--- src/rtl/otter_uart_tx_if.sv ---
// rtl/otter_uart_tx_if.sv - OTTER IOBUS register port bundle for the UART transmitter
interface otter_uart_tx_if;
   logic [31:0] IOBUS_ADDR;
   logic [31:0] IOBUS_OUT;
   logic        IOBUS_WR;
   logic [31:0] IOBUS_IN;

   modport master (
      output IOBUS_ADDR,
      output IOBUS_OUT,
      output IOBUS_WR,
      input  IOBUS_IN
   );

   modport slave (
      input  IOBUS_ADDR,
      input  IOBUS_OUT,
      input  IOBUS_WR,
      output IOBUS_IN
   );
endinterface

--- src/rtl/otter_uart_tx.sv ---
// rtl/otter_uart_tx.sv - memory-mapped 8N1 UART transmitter with 8-entry FIFO
// DATA/STATUS/CTRL registers at BASE_ADDR, +4, +8; INTR pulses when the line drains.
module otter_uart_tx #(
   parameter logic [31:0] BASE_ADDR    = 32'h1100_0040,
   parameter int          CLKS_PER_BIT = 868,
   parameter int          FIFO_DEPTH   = 8
) (
   input  logic           CLK,
   input  logic           RESET,
   otter_uart_tx_if.slave bus,
   output logic           TX,
   output logic           INTR
);

   localparam int              BW         = $clog2(CLKS_PER_BIT);
   localparam logic [BW-1:0]   BAUD_LAST  = BW'(CLKS_PER_BIT - 1);
   localparam logic [3:0]      FULL_COUNT = 4'(FIFO_DEPTH);
   localparam logic [31:0]     ADDR_DATA   = BASE_ADDR;
   localparam logic [31:0]     ADDR_STATUS = BASE_ADDR + 32'd4;
   localparam logic [31:0]     ADDR_CTRL   = BASE_ADDR + 32'd8;

   typedef enum logic [1:0] {
      IDLE,
      START,
      DATA,
      STOP
   } state_t;

   state_t        state;
   state_t        state_next;
   logic [BW-1:0] baud;
   logic [BW-1:0] baud_next;
   logic [2:0]    bit_cnt;
   logic [2:0]    bit_next;
   logic [7:0]    shift;
   logic [7:0]    shift_next;
   logic          intr_next;

   logic [7:0]    mem [8];
   logic [2:0]    wr_ptr;
   logic [2:0]    rd_ptr;
   logic [3:0]    count;
   logic          ovf;
   logic          ie;

   logic          sel_data;
   logic          sel_status;
   logic          sel_ctrl;
   logic          full;
   logic          empty;
   logic          busy;
   logic          push;
   logic          pop;
   logic          baud_done;
   logic          unused_bits;

   assign sel_data   = (bus.IOBUS_ADDR == ADDR_DATA);
   assign sel_status = (bus.IOBUS_ADDR == ADDR_STATUS);
   assign sel_ctrl   = (bus.IOBUS_ADDR == ADDR_CTRL);

   assign full      = (count == FULL_COUNT);
   assign empty     = (count == 4'd0);
   assign busy      = (state != IDLE);
   assign baud_done = (baud == BAUD_LAST);

   // Full is judged on the registered count, so a pop in the same cycle never frees a slot.
   assign push = bus.IOBUS_WR && sel_data && !full;

   assign unused_bits = ^bus.IOBUS_OUT[31:8];

   always_comb begin
      bus.IOBUS_IN = 32'd0;
      if (sel_status) begin
         bus.IOBUS_IN = {23'd0, ovf, count, 1'b0, busy, empty, full};
      end else if (sel_ctrl) begin
         bus.IOBUS_IN = {31'd0, ie};
      end
   end

   always_comb begin
      state_next = state;
      baud_next  = baud + BW'(1);
      bit_next   = bit_cnt;
      shift_next = shift;
      pop        = 1'b0;
      intr_next  = 1'b0;
      TX         = 1'b1;
      case (state)
         IDLE: begin
            baud_next = '0;
            if (!empty) begin
               pop        = 1'b1;
               shift_next = mem[rd_ptr];
               bit_next   = 3'd0;
               state_next = START;
            end
         end
         START: begin
            TX = 1'b0;
            if (baud_done) begin
               baud_next  = '0;
               state_next = DATA;
            end
         end
         DATA: begin
            TX = shift[0];
            if (baud_done) begin
               baud_next  = '0;
               shift_next = {1'b0, shift[7:1]};
               if (bit_cnt == 3'd7) begin
                  state_next = STOP;
               end else begin
                  bit_next = bit_cnt + 3'd1;
               end
            end
         end
         STOP: begin
            if (baud_done) begin
               baud_next = '0;
               if (!empty) begin
                  pop        = 1'b1;
                  shift_next = mem[rd_ptr];
                  bit_next   = 3'd0;
                  state_next = START;
               end else begin
                  state_next = IDLE;
                  intr_next  = ie;
               end
            end
         end
         default: begin
            baud_next  = '0;
            state_next = IDLE;
         end
      endcase
   end

   always_ff @(posedge CLK) begin
      if (RESET) begin
         state   <= IDLE;
         baud    <= '0;
         bit_cnt <= 3'd0;
         shift   <= 8'd0;
         INTR    <= 1'b0;
      end else begin
         state   <= state_next;
         baud    <= baud_next;
         bit_cnt <= bit_next;
         shift   <= shift_next;
         INTR    <= intr_next;
      end
   end

   always_ff @(posedge CLK) begin
      if (!RESET && push) begin
         mem[wr_ptr] <= bus.IOBUS_OUT[7:0];
      end
   end

   always_ff @(posedge CLK) begin
      if (RESET) begin
         wr_ptr <= 3'd0;
         rd_ptr <= 3'd0;
         count  <= 4'd0;
         ovf    <= 1'b0;
         ie     <= 1'b0;
      end else begin
         if (push) begin
            wr_ptr <= wr_ptr + 3'd1;
         end
         if (pop) begin
            rd_ptr <= rd_ptr + 3'd1;
         end
         case ({push, pop})
            2'b10:   count <= count + 4'd1;
            2'b01:   count <= count - 4'd1;
            default: count <= count;
         endcase
         if (bus.IOBUS_WR && sel_data && full) begin
            ovf <= 1'b1;
         end else if (bus.IOBUS_WR && sel_status) begin
            ovf <= 1'b0;
         end
         if (bus.IOBUS_WR && sel_ctrl) begin
            ie <= bus.IOBUS_OUT[0];
         end
      end
   end

endmodule

--- src/flat_wrapper.sv ---
// flat-port wrapper written by rule: the top's interface ports become plain ports
module otter_uart_tx_flat 
#(
   parameter logic [31:0] BASE_ADDR    = 32'h1100_0040,
   parameter int          CLKS_PER_BIT = 868,
   parameter int          FIFO_DEPTH   = 8
)
  (CLK, RESET, TX, INTR, bus_IOBUS_ADDR, bus_IOBUS_OUT, bus_IOBUS_WR, bus_IOBUS_IN);
  otter_uart_tx_if bus_i ();
  input  logic CLK;
  input  logic RESET;
  output logic TX;
  output logic INTR;
  input wire logic [$bits(bus_i.IOBUS_ADDR)-1:0] bus_IOBUS_ADDR;
  input wire logic [$bits(bus_i.IOBUS_OUT)-1:0] bus_IOBUS_OUT;
  input wire logic [$bits(bus_i.IOBUS_WR)-1:0] bus_IOBUS_WR;
  output wire logic [$bits(bus_i.IOBUS_IN)-1:0] bus_IOBUS_IN;
  assign bus_i.IOBUS_ADDR = bus_IOBUS_ADDR;
  assign bus_i.IOBUS_OUT = bus_IOBUS_OUT;
  assign bus_i.IOBUS_WR = bus_IOBUS_WR;
  assign bus_IOBUS_IN = bus_i.IOBUS_IN;
  otter_uart_tx #(.BASE_ADDR(BASE_ADDR), .CLKS_PER_BIT(CLKS_PER_BIT), .FIFO_DEPTH(FIFO_DEPTH)) u_core (.CLK(CLK), .RESET(RESET), .bus(bus_i), .TX(TX), .INTR(INTR));
endmodule
--- config.mk ---
export PLATFORM = sky130hd
export DESIGN_NAME = otter_uart_tx_flat
export DESIGN_NICKNAME = d
export VERILOG_FILES = /design/src/rtl/otter_uart_tx_if.sv /design/src/rtl/otter_uart_tx.sv /design/src/flat_wrapper.sv
export SDC_FILE = /design/constraint.sdc
export NUM_CORES = 1
export LEC_CHECK = 0
export BUFFER_PORTS_ARGS = -buffer_cell sky130_fd_sc_hd__buf_2
export CELL_PAD_IN_SITES_DETAIL_PLACEMENT = 1
export CELL_PAD_IN_SITES_GLOBAL_PLACEMENT = 1
export CORE_MARGIN = 2
export CORE_UTILIZATION = 40
export CTS_CLUSTER_DIAMETER = 120
export DETAILED_ROUTE_END_ITERATION = 10
export PLACE_DENSITY_LB_ADDON = 0.1
export RECOVER_POWER = 25
export SLEW_MARGIN = 15
export SYNTH_ARGS = -nofsm -noshare
export SYNTH_HDL_FRONTEND = slang
export SYNTH_SLANG_ARGS = --single-unit
export TNS_END_PERCENT = 100
--- constraint.sdc ---
create_clock -name CLK -period 3 [get_ports CLK]
set_input_delay 0.15 -clock CLK [delete_from_list [all_inputs] [get_ports CLK]]
set_output_delay 0.15 -clock CLK [all_outputs]
set_load 0.02 [all_outputs]
==> results.py, run 1 <==
metrics = {
    "clock_network": {
        "cts_hold_buf": 0,
        "path_clk_slew_ps": 70,
        "cts-buffers-inserted": 9,
        "clockBufferDepth": 2,
        "cts_tree": "done",
        "clockRootBuffer": "clkbuf_16",
        "postCtsSetupBuffers": 0,
        "post_cts_resized": 0,
        "cts_sinks": 103,
        "htree_levels": 3,
        "clock_latency_ps": 350,
    },
    "status": {
        "outcome": "finished, final reports clean",
    },
    "sta": {
        "maxSlewHeadroom_pct": 54.1,
        "max_freq_ghz": 0.357,
        "min_period_ps": 2800,
        "finalSetupViolCount": 0,
        "skew_ps": 8.95,
        "holdWs_ps": 105,
        "tightest_slew_ps": 688,
        "finalCritPeriodShare_pct": 93.3,
        "final_hold_viol_count": 0,
        "rsz0062_at_grt": "no",
        "finalMaxSlewViolations": 0,
    },
    "global_route": {
        "grt_overflow": 0,
        "grt_max_degree": 24,
        "grt_antenna_before_repair": 0,
        "grt_pass1_vias": 3430,
        "grt_pass1_wl_mm": 17.3,
        "grt_usage_pct": 16.9,
    },
    "place": {
        "hpwl_mm": 7.55,
        "port_buffers": 52,
        "place.gp.congestion": 0.783,
        "numPlacedInstances": 620,
        "dpl_cell_area_um2": 5490,
    },
    "logic_synthesis": {
        "synth_area_um2": 4990,
        "ys.flop_type": "edfxtp_1",
        "synth-seq-area-share_pct": 54.2,
        "synth_edf_count": 64,
        "ys_types": 61,
        "syn_inst": 392,
        "async_flop_share_pct": 0,
        "synth-seq-cells": 103,
        "synth_area_per_cell_um2": 12.7,
        "ys_warn_count": 0,
    },
    "critical_path": {
        "worst_setup_path_end_kind": "register",
        "required_ps": 3240,
        "critical_path_class": "reg2reg",
        "startpoint_type": "register",
        "cp.arrival_ps": 3040,
        "worst-path-max-fanout": 3,
    },
    "flow_run": {
        "maxCapViolCount": 0,
    },
    "finish": {
        "layout.nets": 544,
        "fin_area_um2": 5760,
        "final_common_cell": "edfxtp_1",
        "final_cell_mix": "64 x edfxtp_1, 45 x buf_2, 39 x dfxtp_1",
        "drive_gt1_share_pct": 26.9,
        "diodes": 0,
        "finish.utilization_pct": 47.6,
        "area_growth_pct": 15.6,
        "fin_cells": 636,
    },
    "power": {
        "peakVddDrop_v": 0.000270,
        "total_power_mw": 2.74,
        "p_per_area_nw_per_um2": 475,
        "p_leak_nw": 2.00,
    },
    "floorplanning": {
        "core_um2": 12100,
        "die_w_um": 116,
        "num_io_pins": 101,
        "rows": 40,
        "start_util_pct": 41.2,
        "dieArea_um2": 13400,
        "die_y_um": 116,
    },
    "worst_hold_path": {
        "hold_class": "in2reg",
    },
    "detailed_routing": {
        "ant_nets": 0,
        "totalWireLength_mm": 10.6,
        "wl_per_cell_um": 16.7,
        "drtPass1Iterations": 5,
        "vias": 3311,
        "initialDrtViolationCount": 177,
        "viasPerCell": 5.21,
        "drc_errors": 0,
    },
}
[kinds of logic (layout without fill, tap and decap cells)]
kind of cell               Yosys count  after routing  share of synthesized area [%]
AOI/OAI and AO/OA                   57             57                           8.03
xor gates and xnor gates            10             10                           1.76
adders and majority gates           14             14                           3.66
buffers and inverters               49            102                           5.72
DFF                                103            103                           54.2
muxes                               29             29                           9.41
other                                1             24                         0.0752
and+or+nand+nor                    129            129                           17.1
[power breakdown]
group	switching, mW	internal, mW	total (mW)
Sequential	0.00000000312	1.50	1.50
Clock	0.557	0.586	1.14
Combinational	0.0676	0.0262	0.0938
Total	0.624	2.11	2.74
[final timing paths]
kind / startpoint / endpoint / slack (ps) / cells after the start
setup / recovery: u_core.baud[9] / u_core.count[3] / 200 / 9
hold / removal: bus_IOBUS_WR / u_core.ovf / 100 / 3
setup reg to reg: u_core.baud[9] / u_core.count[3] / 200 / 9
hold reg to reg: u_core.baud[0] / u_core.baud[0] / 480 / 1
[per-stage QoR]
stage               setup WS (ps)  TNS (ps)
finish                        201         0
global route                 44.0         0
CTS                           207         0
detailed placement          -39.5     -39.5
global placement             15.6         0
floorplan                    5.85         0
[flip-flops by register name, summed over array words and instances, names as in the netlist, named ones only]
name	flops
u_core.mem	64
u_core.baud	10
u_core.shift	8
u_core.count	4
u_core.bit_cnt	3
u_core.rd_ptr	3
u_core.wr_ptr	3
u_core.state	2
u_core.INTR	1
u_core.ie	1
u_core.ovf	1
[cells in the mapped netlist (all sizes together) (2+ instances only)]
| master | count | area share [%] |
|---|---|---|
| or4b | 3 | 0.68 |
| buf | 32 | 4.4 |
| dfxtp | 39 | 16 |
| mux4 | 14 | 6.3 |
| mux2i | 12 | 2.4 |
| o311ai | 3 | 0.53 |
| edfxtp | 64 | 39 |
| ha | 13 | 3.3 |
| a2bb2oi | 3 | 0.53 |
| nor3 | 5 | 0.60 |
| nand3 | 7 | 0.70 |
| clkbuf | 5 | 0.38 |
| a21o | 2 | 0.30 |
| or2 | 2 | 0.25 |
| o41ai | 2 | 0.35 |
| nand2b | 3 | 0.38 |
| o31ai | 5 | 0.75 |
| o221a | 2 | 0.45 |
| nor4b | 9 | 3.0 |
| and2 | 7 | 0.88 |
| or3 | 2 | 0.25 |
| mux2 | 3 | 0.68 |
| a21oi | 14 | 1.4 |
| nor3b | 4 | 0.60 |
| nor4 | 16 | 3.1 |
| nor2b | 5 | 0.63 |
| a211oi | 3 | 0.45 |
| xnor2 | 6 | 1.1 |
| xor2 | 4 | 0.70 |
| nand2 | 27 | 2.0 |
| or4 | 2 | 0.30 |
| inv | 11 | 0.83 |
| nand4 | 3 | 0.63 |
| a22o | 7 | 1.2 |
| o21ai | 10 | 1.0 |
| or3b | 2 | 0.35 |
| nor2 | 29 | 2.2 |
[critical path: stages, from the launching register on]
cell	delay, ps
dfxtp_1	380
nor4bb_1	480
a41oi_1	270
nor2_1	170
ha_2	200
ha_1	230
a21o_1	170
a21oi_1	180
mux2i_1	250
mux2_2	350
[routing by layer]
metal / vias up / share of wire, % / GRT usage, %
li1: 1582 / - / -
met1: 1644 / 45 / 21.9
met2: 76 / 50 / 29.2
met3: 9 / 3.9 / 3.45
met4: 0 / 0.91 / 4.29
met5: - / 0 / 0
[cell type report]
| type | count | area [um2] |
|---|---|---|
| Clock buffer | 10 | 229 |
| Clock inverter | 6 | 57.6 |
| Fill cell | 1335 | 6350 |
| Inverter | 12 | 45.0 |
| Multi-Input combinational cell | 263 | 2100 |
| Sequential cell | 103 | 2700 |
| Tap cell | 168 | 210 |
| Timing Repair Buffer | 74 | 417 |
No activity file was read; power rests on OpenSTA's default activity.
==> inputs of run 2 (changes only) <==
--- a/config.mk
+++ b/config.mk
@@ -12,6 +12,7 @@
 export CORE_UTILIZATION = 40
 export CTS_CLUSTER_DIAMETER = 120
 export DETAILED_ROUTE_END_ITERATION = 10
+export GPL_TIMING_DRIVEN = 0
 export PLACE_DENSITY_LB_ADDON = 0.1
 export RECOVER_POWER = 25
 export SLEW_MARGIN = 15
==> run 2 against run 1 <==
  * Hold slack got worse by 9.1 ps
  * Combinational power rose by 30%
  * Design area increased by 3.6%
  * Flip-flop and latch count stayed put
  * Clock power up 5%
  * Register-to-register slack barely moved
  * Critical path type is now in2reg
  * Largest cell class unchanged
==> results.py, run 2 (synthesis results as in run 1) <==
metrics = {
    "floorplanning": {
        "core_um2": 12100,
        "die_y_um": 116,
        "num_io_pins": 101,
        "die_w_um": 116,
        "rows": 40,
        "start_util_pct": 41.2,
        "dieArea_um2": 13400,
    },
    "power": {
        "intPower_mw": 2.20,
        "p_per_area_nw_per_um2": 473,
        "pwr-share-clk_pct": 42.5,
        "switching_share_pct": 21.8,
        "p_leak_nw": 2.08,
        "p_seq_share_pct": 53.2,
        "peakVddDrop_v": 0.000419,
        "switchingPower_mw": 0.615,
        "power_frac_comb_pct": 4.3,
        "total_power_mw": 2.82,
    },
    "critical_path": {
        "path_delay_family": "simple AND/OR/NAND/NOR gates",
        "worst-path-max-fanout": 9,
        "cp.arrival_ps": 3080,
        "critical_path_class": "in2reg",
        "startpoint_type": "input port",
        "crit_buf_inv": 2,
        "r2r_slack_ps": 190,
        "reg2reg_to": "u_core.count[3]",
        "required_ps": 3240,
        "max_stage_delay_ps": 520,
        "slowest_stage": "or4b_4",
        "r2r-start": "u_core.baud[0]",
        "worst_setup_path_end_kind": "register",
        "r2r.worst_path.cells": 10,
        "cp_cell_sequence": "buf_2 > nor4b_4 > nand4_2 > or4b_4 > buf_6 > or2_1 > ha_2 > ha_1 > a21o_1 > a21oi_2 > mux2i_1 > mux2_2",
    },
    "worst_hold_path": {
        "hold_class": "in2reg",
        "min_path_cells": 1,
        "hold_end": "u_core.mem[2][2]",
        "hold_start": "bus_IOBUS_OUT[2]",
    },
    "sta": {
        "rsz0062_at_grt": "no",
        "final_hold_viol_count": 0,
        "finalSetupViolCount": 0,
        "finalCritPeriodShare_pct": 94.8,
        "maxSlewHeadroom_pct": 24.7,
        "tightest_slew_ps": 1120,
        "finalMaxSlewViolations": 0,
        "final.setup.tns_ps": 0,
        "max_freq_ghz": 0.352,
        "min_period_ps": 2840,
        "fin_ws_ps": 157,
        "skew_ps": 8.83,
    },
    "clock_network": {
        "htree_levels": 3,
        "clock_latency_ps": 350,
        "cts-buffers-inserted": 9,
        "clockRootBuffer": "clkbuf_16",
        "path_clk_slew_ps": 70,
        "clockBufferDepth": 2,
        "cts_tree": "done",
        "cts_sinks": 103,
        "cts_hold_buf": 0,
    },
    "detailed_routing": {
        "totalWireLength_mm": 10.9,
        "drtPass1Iterations": 4,
        "wl_per_cell_um": 16.6,
        "drc_errors": 0,
        "viasPerCell": 5.03,
        "initialDrtViolationCount": 135,
        "vias": 3287,
        "ant_nets": 0,
    },
    "flow_run": {
        "maxCapViolCount": 0,
    },
    "finish": {
        "final_common_cell": "edfxtp_1",
        "top_register": "u_core.mem",
        "layout.nets": 562,
        "fin_area_um2": 5970,
        "reg.largest.list": "u_core.mem x64, u_core.baud x10, u_core.shift x8",
        "largest_register_ffs": 64,
        "area_growth_pct": 19.7,
        "final_cell_mix": "64 x edfxtp_1, 48 x buf_2, 39 x dfxtp_1",
        "seq_area_um2": 2700,
        "multiInputGateArea_um2": 2190,
        "diodes": 0,
        "drive_gt1_share_pct": 28.9,
        "nFillCells": 1308,
    },
    "place": {
        "place.gp.congestion": 0.739,
        "hpwl_mm": 7.74,
        "post-place-ws_ps": -373,
        "dpl_cell_area_um2": 5560,
        "port_buffers": 52,
    },
    "global_route": {
        "grt_pass1_vias": 3339,
        "grt_antenna_before_repair": 0,
        "grt_usage_pct": 17.0,
        "grt_max_degree": 19,
        "grt_overflow": 0,
        "grt_pass1_wl_mm": 17.2,
    },
    "status": {
        "outcome": "finished, final reports clean",
    },
}
run 2: cell types whose count changed in the layout (fill, tap and decap cells not counted), sizes merged:
| cell | change |
|---|---|
| inv | -2 |
| buf | +14 |
| clkbuf | +3 |
| bufinv | +1 |
| clkinv | +1 |
run 2: cell type report:
class	instances	share of cell area, %
Sequential cell	103	45.3
Clock inverter	6	1.28
Clock buffer	9	3.77
Timing Repair Buffer	55	4.61
Buffer	37	4.07
Multi-Input combinational cell	263	36.7
Tap cell	168	3.52
Inverter	12	0.755
run 2: power by group through the flow:
stage | logic, mW | registers, mW | clock network, mW
final | 0.122 | 1.50 | 1.20
after global routing | 0.133 | 1.50 | 1.27
after detailed placement | 0.121 | 1.53 | 0
after global placement | 0.118 | 1.53 | 0
after floorplan | 0.0677 | 1.53 | 0
after CTS | 0.121 | 1.50 | 1.23
run 2: per-stage QoR:
| step | utilization [%] | instances | hold WS, ps |
|---|---|---|---|
| 3_5_place_dp | 45.9 | 635 | 428 |
| 6_report | 49.3 | 653 | 95.7 |
| 5_1_grt | 49.3 | 653 | 97.5 |
| 4_1_cts | 48.6 | 651 | 59.3 |
| 3_3_place_gp | 45.9 | 635 | 416 |
| 2_1_floorplan | - | 415 | 249 |
run 2: worst max-delay path by stage:
stage / startpoint / endpoint / slack [ps] / depth (start not counted)
after floorplan: bus_IOBUS_ADDR[1] / u_core.count[3] / 6 / 11
after global placement: bus_IOBUS_ADDR[18] / u_core.count[3] / -340 / 12
after detailed placement: bus_IOBUS_ADDR[18] / u_core.count[3] / -370 / 12
after CTS: u_core.baud[0] / u_core.count[3] / 20 / 10
after global routing: bus_IOBUS_ADDR[9] / u_core.count[3] / 10 / 12
final: bus_IOBUS_ADDR[5] / u_core.count[3] / 160 / 12
run 2: repair_timing:
action | in CTS | in global routing
gates resized for setup | 2 | 7
pin swaps | 0 | 1
endpoints found under the setup margin | 1 | 1
cloned | 0 | 0
setup buffers | 1 | 2
run 2: routing by layer:
metal	track usage [%]	vias to the layer above	routed length (um)
li1	-	1618	-
met1	22.8	1596	4980
met2	27.8	63	5320
met3	3.87	10	433
met4	4.76	0	125
met5	0	-	0
